`config.mk`:
```
export PLATFORM = sky130hd
export DESIGN_NAME = bus_fabric
export DESIGN_NICKNAME = d
export VERILOG_FILES = /design/src/rtl/bus_fabric.sv
export SDC_FILE = /design/constraint.sdc
export NUM_CORES = 1
export LEC_CHECK = 0
export ABC_AREA = 1
export CAP_MARGIN = 20
export CORE_MARGIN = 10
export CORE_UTILIZATION = 57
export CTS_CLUSTER_SIZE = 10
export DETAILED_ROUTE_END_ITERATION = 7
export DONT_BUFFER_PORTS = 1
export GPL_TIMING_DRIVEN = 0
export PLACE_DENSITY = 0.78
export REMOVE_ABC_BUFFERS = 1
export SLEW_MARGIN = 20
export SYNTH_ARGS = -nofsm -noshare
export SYNTH_HDL_FRONTEND = slang
export SYNTH_SLANG_ARGS = --single-unit
```
`constraint.sdc`:
```
create_clock -name clk -period 1.55 [get_ports clk]
set_input_delay 0.31 -clock clk [delete_from_list [all_inputs] [get_ports clk]]
set_output_delay 0.31 -clock clk [all_outputs]
set_load 0.1 [all_outputs]
```
`src/rtl/bus_fabric.sv`:
```
// bus_fabric
// Address-decode interconnect between the CPU data port and N_SLAVES memory/IO
// slaves. Each master request becomes one registered transaction that is routed
// to the region selected by the top SEL_W address bits. Slow slaves stretch the
// transaction with s_busy. A wait that runs too long, or an access to an
// unmapped region, finishes with an error pulse.
//
// Ports
//   clk      : bus clock, rising edge
//   rst_n    : asynchronous active-low reset
//   m_req    : start a transaction, sampled only when idle
//   m_write  : direction, 1 = write, latched with m_req
//   m_addr   : full address, latched with m_req
//   m_wdata  : write data, latched with m_req
//   m_rdata  : registered read data
//   m_ready  : one-cycle completion pulse
//   m_err    : one-cycle error pulse, coincident with m_ready
//   s_cs     : registered one-hot slave select
//   s_addr   : slave-local offset (low address bits)
//   s_wdata  : latched write data
//   s_write  : latched direction, only asserted while s_cs is active
//   s_rdata  : packed slave read data, slave i at [i*DATA_W +: DATA_W]
//   s_busy   : per-slave not-ready flags
module bus_fabric #(
    parameter int                  N_SLAVES = 4,
    parameter int                  ADDR_W   = 16,
    parameter int                  DATA_W   = 16,
    parameter int                  SEL_W    = 2,
    parameter logic [N_SLAVES-1:0] SLAVE_EN = 4'b0111,
    parameter int                  TIMEOUT  = 255
) (
    input  logic                       clk,
    input  logic                       rst_n,
    input  logic                       m_req,
    input  logic                       m_write,
    input  logic [ADDR_W-1:0]          m_addr,
    input  logic [DATA_W-1:0]          m_wdata,
    output logic [DATA_W-1:0]          m_rdata,
    output logic                       m_ready,
    output logic                       m_err,
    output logic [N_SLAVES-1:0]        s_cs,
    output logic [ADDR_W-SEL_W-1:0]    s_addr,
    output logic [DATA_W-1:0]          s_wdata,
    output logic                       s_write,
    input  logic [N_SLAVES*DATA_W-1:0] s_rdata,
    input  logic [N_SLAVES-1:0]        s_busy
);

    typedef enum logic [2:0] {
        ST_IDLE,
        ST_ACCESS,
        ST_WAIT,
        ST_DONE,
        ST_ERR
    } state_t;

    state_t              state;
    state_t              state_next;

    logic [SEL_W-1:0]    sel_q;
    logic                write_q;
    logic [7:0]          cnt_q;

    logic [SEL_W-1:0]    req_sel;
    logic [N_SLAVES-1:0] req_onehot;
    logic                req_mapped;
    logic                sel_busy;
    logic [DATA_W-1:0]   sel_rdata;
    logic                timeout_hit;

    assign req_sel     = m_addr[ADDR_W-1 -: SEL_W];
    assign req_mapped  = SLAVE_EN[req_sel];
    // Only the selected slave's busy/rdata matter; the rest are ignored.
    assign sel_busy    = s_busy[sel_q];
    assign sel_rdata   = s_rdata[sel_q*DATA_W +: DATA_W];
    // cnt_q counts busy WAIT edges already seen, so this edge is number cnt_q+1.
    assign timeout_hit = (cnt_q == 8'(TIMEOUT - 1));

    always_comb begin
        req_onehot          = '0;
        req_onehot[req_sel] = 1'b1;
    end

    // State register
    always_ff @(posedge clk or negedge rst_n) begin
        if (!rst_n) state <= ST_IDLE;
        else        state <= state_next;
    end

    // Next-state logic
    always_comb begin
        state_next = state;
        case (state)
            ST_IDLE: begin
                if (m_req) state_next = req_mapped ? ST_ACCESS : ST_ERR;
            end
            ST_ACCESS: state_next = ST_WAIT;
            ST_WAIT: begin
                if (!sel_busy)        state_next = ST_DONE;
                else if (timeout_hit) state_next = ST_ERR;
            end
            ST_DONE:  state_next = ST_IDLE;
            ST_ERR:   state_next = ST_IDLE;
            default:  state_next = ST_IDLE;
        endcase
    end

    // Datapath. Outputs are registered on the edge that enters DONE/ERR, so
    // m_ready/m_err are high exactly while the FSM sits in those states and
    // s_cs is already low there.
    always_ff @(posedge clk or negedge rst_n) begin
        if (!rst_n) begin
            sel_q   <= '0;
            write_q <= 1'b0;
            cnt_q   <= '0;
            m_rdata <= '0;
            m_ready <= 1'b0;
            m_err   <= 1'b0;
            s_cs    <= '0;
            s_addr  <= '0;
            s_wdata <= '0;
            s_write <= 1'b0;
        end else begin
            m_ready <= 1'b0;
            m_err   <= 1'b0;
            case (state)
                ST_IDLE: begin
                    if (m_req) begin
                        sel_q   <= req_sel;
                        write_q <= m_write;
                        s_addr  <= m_addr[ADDR_W-SEL_W-1:0];
                        s_wdata <= m_wdata;
                        if (req_mapped) begin
                            s_cs    <= req_onehot;
                            s_write <= m_write;
                        end else begin
                            m_ready <= 1'b1;
                            m_err   <= 1'b1;
                            if (!m_write) m_rdata <= '0;
                        end
                    end
                end
                ST_ACCESS: begin
                    cnt_q <= '0;
                end
                ST_WAIT: begin
                    if (!sel_busy) begin
                        if (!write_q) m_rdata <= sel_rdata;
                        s_cs    <= '0;
                        s_write <= 1'b0;
                        m_ready <= 1'b1;
                    end else if (timeout_hit) begin
                        if (!write_q) m_rdata <= '0;
                        s_cs    <= '0;
                        s_write <= 1'b0;
                        m_ready <= 1'b1;
                        m_err   <= 1'b1;
                    end else begin
                        cnt_q <= cnt_q + 8'd1;
                    end
                end
                default: begin
                end
            endcase
        end
    end

endmodule

```
==> Word level (Yosys, flattened, before mapping) <==
Cells that the tools add are included.
{ "totals": {"wordCells": 76, "output_inout_bits": 53, "reg_bits": 67} }
{ "classes": {"n_eq_ne": 12, "reduce_logical": 9, "n_addsub": 1, "mux": 39, "shifts": 1, "magnitude_cmp": 3} }
{ "op_table": {"columns": ["cell", "count"], "rows": [
  ["$mux W16", 7],
  ["$shiftx A64 B7 Y16", 1],
  ["$pmux W16 S2", 1],
  ["$mux W4", 4],
  ["$mux W8", 2],
  ["$pmux W8 S2", 1],
  ["$mux W1", 12],
  ["$mux W3", 4],
  ["$ne A2 B2 Y1 const B", 6],
  ["$ne A3 B3 Y1 const B", 3],
  ["$pmux W3 S3", 1],
  ["$add A8 B1 Y8 const B", 1],
  ["$eq A8 B8 Y1 const B", 1],
  ["$pmux W4 S2", 1],
  ["$reduce_and A7 Y1", 1],
  ["$lt A2 B3 Y1 const B", 2],
  ["$pmux W1 S2", 3],
  ["$bmux W1 S2", 2],
  ["$reduce_and A2 Y1", 2],
  ["$reduce_and A4 Y1", 1],
  ["$reduce_bool A2 Y1", 2],
  ["$eq A3 B1 Y1 const B", 1],
  ["$eq A3 B2 Y1 const B", 1],
  ["$logic_not A3 Y1", 1],
  ["4 further kinds", 4]
]} }

==> Logic depth before layout (Yosys ltp) <==
Gate-level depths: netlist of run 1.
{ "depth": {"depth_word": 7, "depth_mapped": 12} }

==> Worst setup path before layout of run 1 <==
No wires, ideal clock.
{ "synth_path": {"path_kind": "flip-flop to flip-flop", "from": "reg cnt_q[0]", "to": "reg m_rdata[0]", "synth_period_minus_slack_ns": 1.543, "n_path_buf": 2, "t_required_ns": 1.429, "stages_incl_launch_ff": 12, "t_arrival_ns": 1.422, "setup_time_ns": 0.121, "path_slack_ns": 0.007, "path_cell_list": "dfrtp_1 -> inv_1 -> ha_1 -> nand2_1 -> nor2_2 -> nand2_2 -> nand3_4 -> nand2_4 -> buf_6 -> buf_6 -> o21bai_1 -> nand2_1"} }
{ "synth_between": {"elab_chain_len": 3, "elab_cells_between_ends": 4, "cone_classes": "eq/ne: 3; reduce/logical: 1"} }
{ "synth_lines": {"columns": ["item", "line_no", "text"], "rows": [
  ["start: declaration", "62", "logic [7:0] cnt_q;"],
  ["start signal: assignment", "159", "cnt_q <= cnt_q + 8'd1;"],
  ["$eq A8 B8 Y1 (*)", "77", "assign timeout_hit = (cnt_q == 8'(TIMEOUT - 1));"],
  ["$ne A3 B3 Y1 (no line)", null, null],
  ["$reduce_and A7 Y1 (no line) (*)", null, null],
  ["end signal: assignment", "148", "if (!write_q) m_rdata <= sel_rdata;"],
  ["end: declaration", "38", "output logic [DATA_W-1:0] m_rdata,"]
]} }
Every way passes the cells marked *; elsewhere a longest branch is shown, timed or not.
A chain may end at the register's enable or synchronous reset.

==> Worst setup path in the final report of run 1 <==
{ "layout_path": {"from": "reg state[0]", "to": "reg m_rdata[14]"} }
{ "layout_between": {"elab_chain_len": 3, "elab_cells_between_ends": 11, "cone_classes": "eq/ne: 7; mux: 1; reduce/logical: 3"} }
{ "layout_lines": {"columns": ["item", "line_no", "text"], "rows": [
  ["start: declaration", "57", "state_t state;"],
  ["start signal: assignment", "87", "else state <= state_next;"],
  ["$eq A3 B2 Y1 or $logic_not A3 Y1 (tied branches)", "126", "case (state)"],
  ["$ne A3 B3 Y1 (no line) (tied with other cells)", null, null],
  ["$reduce_and A7 Y1 (no line)", null, null]
]} }
Parallel ways exist; a longest one is shown, timed or not.

==> results of run 1 <==
==> path summary, 6_finish.rpt <==
check	start	to	cells after the start
hold / removal	rst_n	m_ready	0
min in group clk	m_addr[3]	s_addr[3]	1
max in group asynchronous	rst_n	s_wdata[7]	0
hold reg to reg	cnt_q[7]	cnt_q[7]	2
setup / recovery	state[0]	m_rdata[14]	9
setup reg to reg	state[0]	m_rdata[14]	9
==> Yosys cell counts, types with 2 or more instances <==
cell / n
a21oi_1: 37
clkbuf_1: 7
o21ai_0: 13
nand2_1: 140
inv_1: 30
nor2_2: 2
ha_1: 2
buf_2: 7
nand3_4: 2
mux2_2: 30
xor2_1: 5
nand3_1: 11
o21bai_1: 15
nor3_1: 16
buf_6: 5
nand2_2: 7
dfrtp_1: 67
nor2_1: 7
inv_2: 2
nand4_1: 3
==> metrics by stage <==
| step | TNS (ns) | setup slack, ns | util, % |
|---|---|---|---|
| global placement | -35.79 | -1.10 | 58.8 |
| finish | -1.54 | -0.109 | 71.6 |
| global route | -4.86 | -0.189 | 71.6 |
| floorplan | -15.12 | -0.530 | - |
| CTS | -1.39 | -0.0650 | 68.7 |
| detailed placement | -39.98 | -1.16 | 58.8 |
==> cell type report <==
class | count | area share (%)
Inverter | 33 | 3.35
Clock inverter | 5 | 1.40
Timing Repair Buffer | 25 | 5.89
Timing Repair inverter | 1 | 0.204
Multi-Input combinational cell | 300 | 42.7
Clock buffer | 11 | 3.53
Sequential cell | 67 | 40.8
Tap cell | 75 | 2.19
==> timing repair <==
action	CTS	global route
setup buffers	20	8
hold endpoints to repair	67	67
pin swaps	13	11
gates resized for setup	80	28
setup endpoints to repair	120	67
cloned	3	2
==> layout by cell type (no fill, tap or decap), types with 3 or more instances in the layout <==
master / Yosys / final
nand3_1: 11 / 10
buf_4: 0 / 17
o21ai_1: 1 / 4
mux2_2: 30 / 30
dfrtp_1: 67 / 14
nand2_2: 7 / 13
nand2_1: 140 / 128
o21ai_0: 13 / 8
nor2_1: 7 / 7
nand2_8: 0 / 4
nor3_1: 16 / 16
o21bai_1: 15 / 15
a21oi_2: 0 / 3
xor2_1: 5 / 5
buf_12: 0 / 4
inv_1: 30 / 26
inv_2: 2 / 5
dfrtp_2: 0 / 51
nand4_1: 3 / 3
clkbuf_8: 0 / 11
nor2_4: 1 / 3
nand3_4: 2 / 4
a21oi_1: 37 / 34
nand2_4: 1 / 6
buf_6: 5 / 4
==> registers in the layout, indices dropped and copies added, names as in the netlist <==
register,cells
m_ready,1
s_write,1
state,3
m_rdata,16
m_err,1
s_addr,14
write_q,1
cnt_q,8
s_cs,4
s_wdata,16
sel_q,2
==> routing by layer <==
metal  vias up  share of wire [%]  track usage (%)
met1      1432                 35             21.2
met2       145                 55             40.0
met4         0                1.4             5.73
li1       1395                  -                -
met5         -                  0                0
met3        12                8.9             9.22
==> cells by family (layout without fill, tap and decap cells) <==
group,after synthesis,after routing
AOI/OAI and AO/OA,68,68
DFF,67,67
and+or+nand+nor,191,195
buffers and inverters,53,75
muxes,30,30
adders and majority gates,2,2
xor gates and xnor gates,5,5
==> reports/qor.yml, run 1 <==
logic_synthesis:
  synthMuxAreaShare_pct: 9.52
  yosys.area.top_type: "dfrtp_1"
  synth-simple-area-share_pct: 23.4
  synth_top_area_share_pct: 47.3
  ys_seq_area_share_pct: 47.3
  synth_top_family_by_area: "simple AND/OR/NAND/NOR gates"
  synth_fa_ha_area_share_pct: 0.705
  synth_xor_area_share_pct: 1.23
  synthFlopType: "dfrtp_1"
  yosysUniqueCellTypes: 28
  synth_warnings: 0
  synth.cell_area_um2: 3550
  synthCells: 416
  synth_seq_cells: 67
  synth_edf_count: 0
  postSynth.asyncResetShare_pct: 100
  synthTopCellsByArea: "dfrtp_1 (47%), nand2_1 (15%), mux2_2 (9.5%)"
  postSynthAreaPerCell_um2: 8.53
  synth_compound_area_share_pct: 10.9
critical_path:
  rrSetupSlack_ns: -0.11
  cp_data_arrival_time_ns: 1.88
  crit_type: "register to register"
  timing.critical_path.buf_inv: 2
  critPathTopFamily: "simple AND/OR/NAND/NOR gates"
  cpMostUsedCell: "nand2_1"
  cp-end-kind: "register"
  cpPeakStageDelay_ns: 0.42
  path_cells: "nor2_1 > nand2_1 > inv_2 > nand2_4 > nand2_8 > nor2_4 > buf_12 > nand2_1 > nand2_1"
  critPathLaunchType: "register"
  crit_fanout: 16
  cp.required_ns: 1.78
  slowest_stage: "dfrtp_1"
grt:
  grtUsageTotal_pct: 21.5
  grt_max_degree: 68
  gr-total-overflow: 0
  first_global_vias: 3098
  grt_pass1_wl_um: 16800
  antenna_found_initial: 0
timing:
  max_freq_ghz: 0.603
  slew-limit-headroom_pct: 39.0
  fin_crit_sh_pct: 107
  worst_pin_slew_ns: 0.914
  setup_ws_ns: -0.109
  setup_violations: 20
  fin_worst_skew_ns: 0.0161
  holdWs_ns: -0.363
  fin_crit_ns: 1.66
  drv_slew: 0
  rsz0062_at_grt: "yes"
  finalHoldViolations: 67
routing:
  drt_first_pass_iters: 5
  ant_nets: 0
  via_per_inst: 5.77
  vias: 2984
  drt-wirelength-per-cell_um: 21.5
  initialDrtViolationCount: 157
  drc: 0
  routed_wl_um: 11100
run:
  cap_violations: 0
clocking:
  cts_tree: "done"
  htreeDepth: 3
  numCtsBuffers: 9
  clock_path_buffers: 2
  insertion_delay_ns: 0.35
  cts_sinks: 67
  clk_pin_slew_ns: 0.09
  cts-root-buf: "clkbuf_8"
finish:
  diodes: 0
  stdcell_count: 517
  fin_area_um2: 4290
  seqCellArea_um2: 1750
  drive_above_1_share_pct: 38.5
  multi_input_area_um2: 1830
  final.fill_count: 415
  area_delta_synth_final_pct: 20.9
  layout.nets: 543
placed_design:
  place_area_um2: 3520
  hpwl_um: 6790
  place.gp.congestion: 0.776
  dpl.cell_count: 471
  io_buffers: 0
status:
  violations: "hold timing, setup timing"
  status: "finished with violations"
die:
  die_x_um: 98.9
  die_area_um2: 9780
  ioPinCount: 157
  die_y_um: 98.9
  start_util_pct: 59.2
  fp.coreArea_um2: 5990
  rows: 28
min_path:
  hp-class: "input pin to asynchronous set/reset pin"
Power of run 1 is left out: the tool's default activity adds up to more than one toggle a clock period on the data nets, which glitch-free logic cannot reach.
==> run 2: changes to the inputs <==
SLEW_MARGIN = default   (was 20)
==> results of run 2 <==
The final DEF is identical to that of run 1; final timing and power are the same.
Power of run 2 is left out for the same reason.
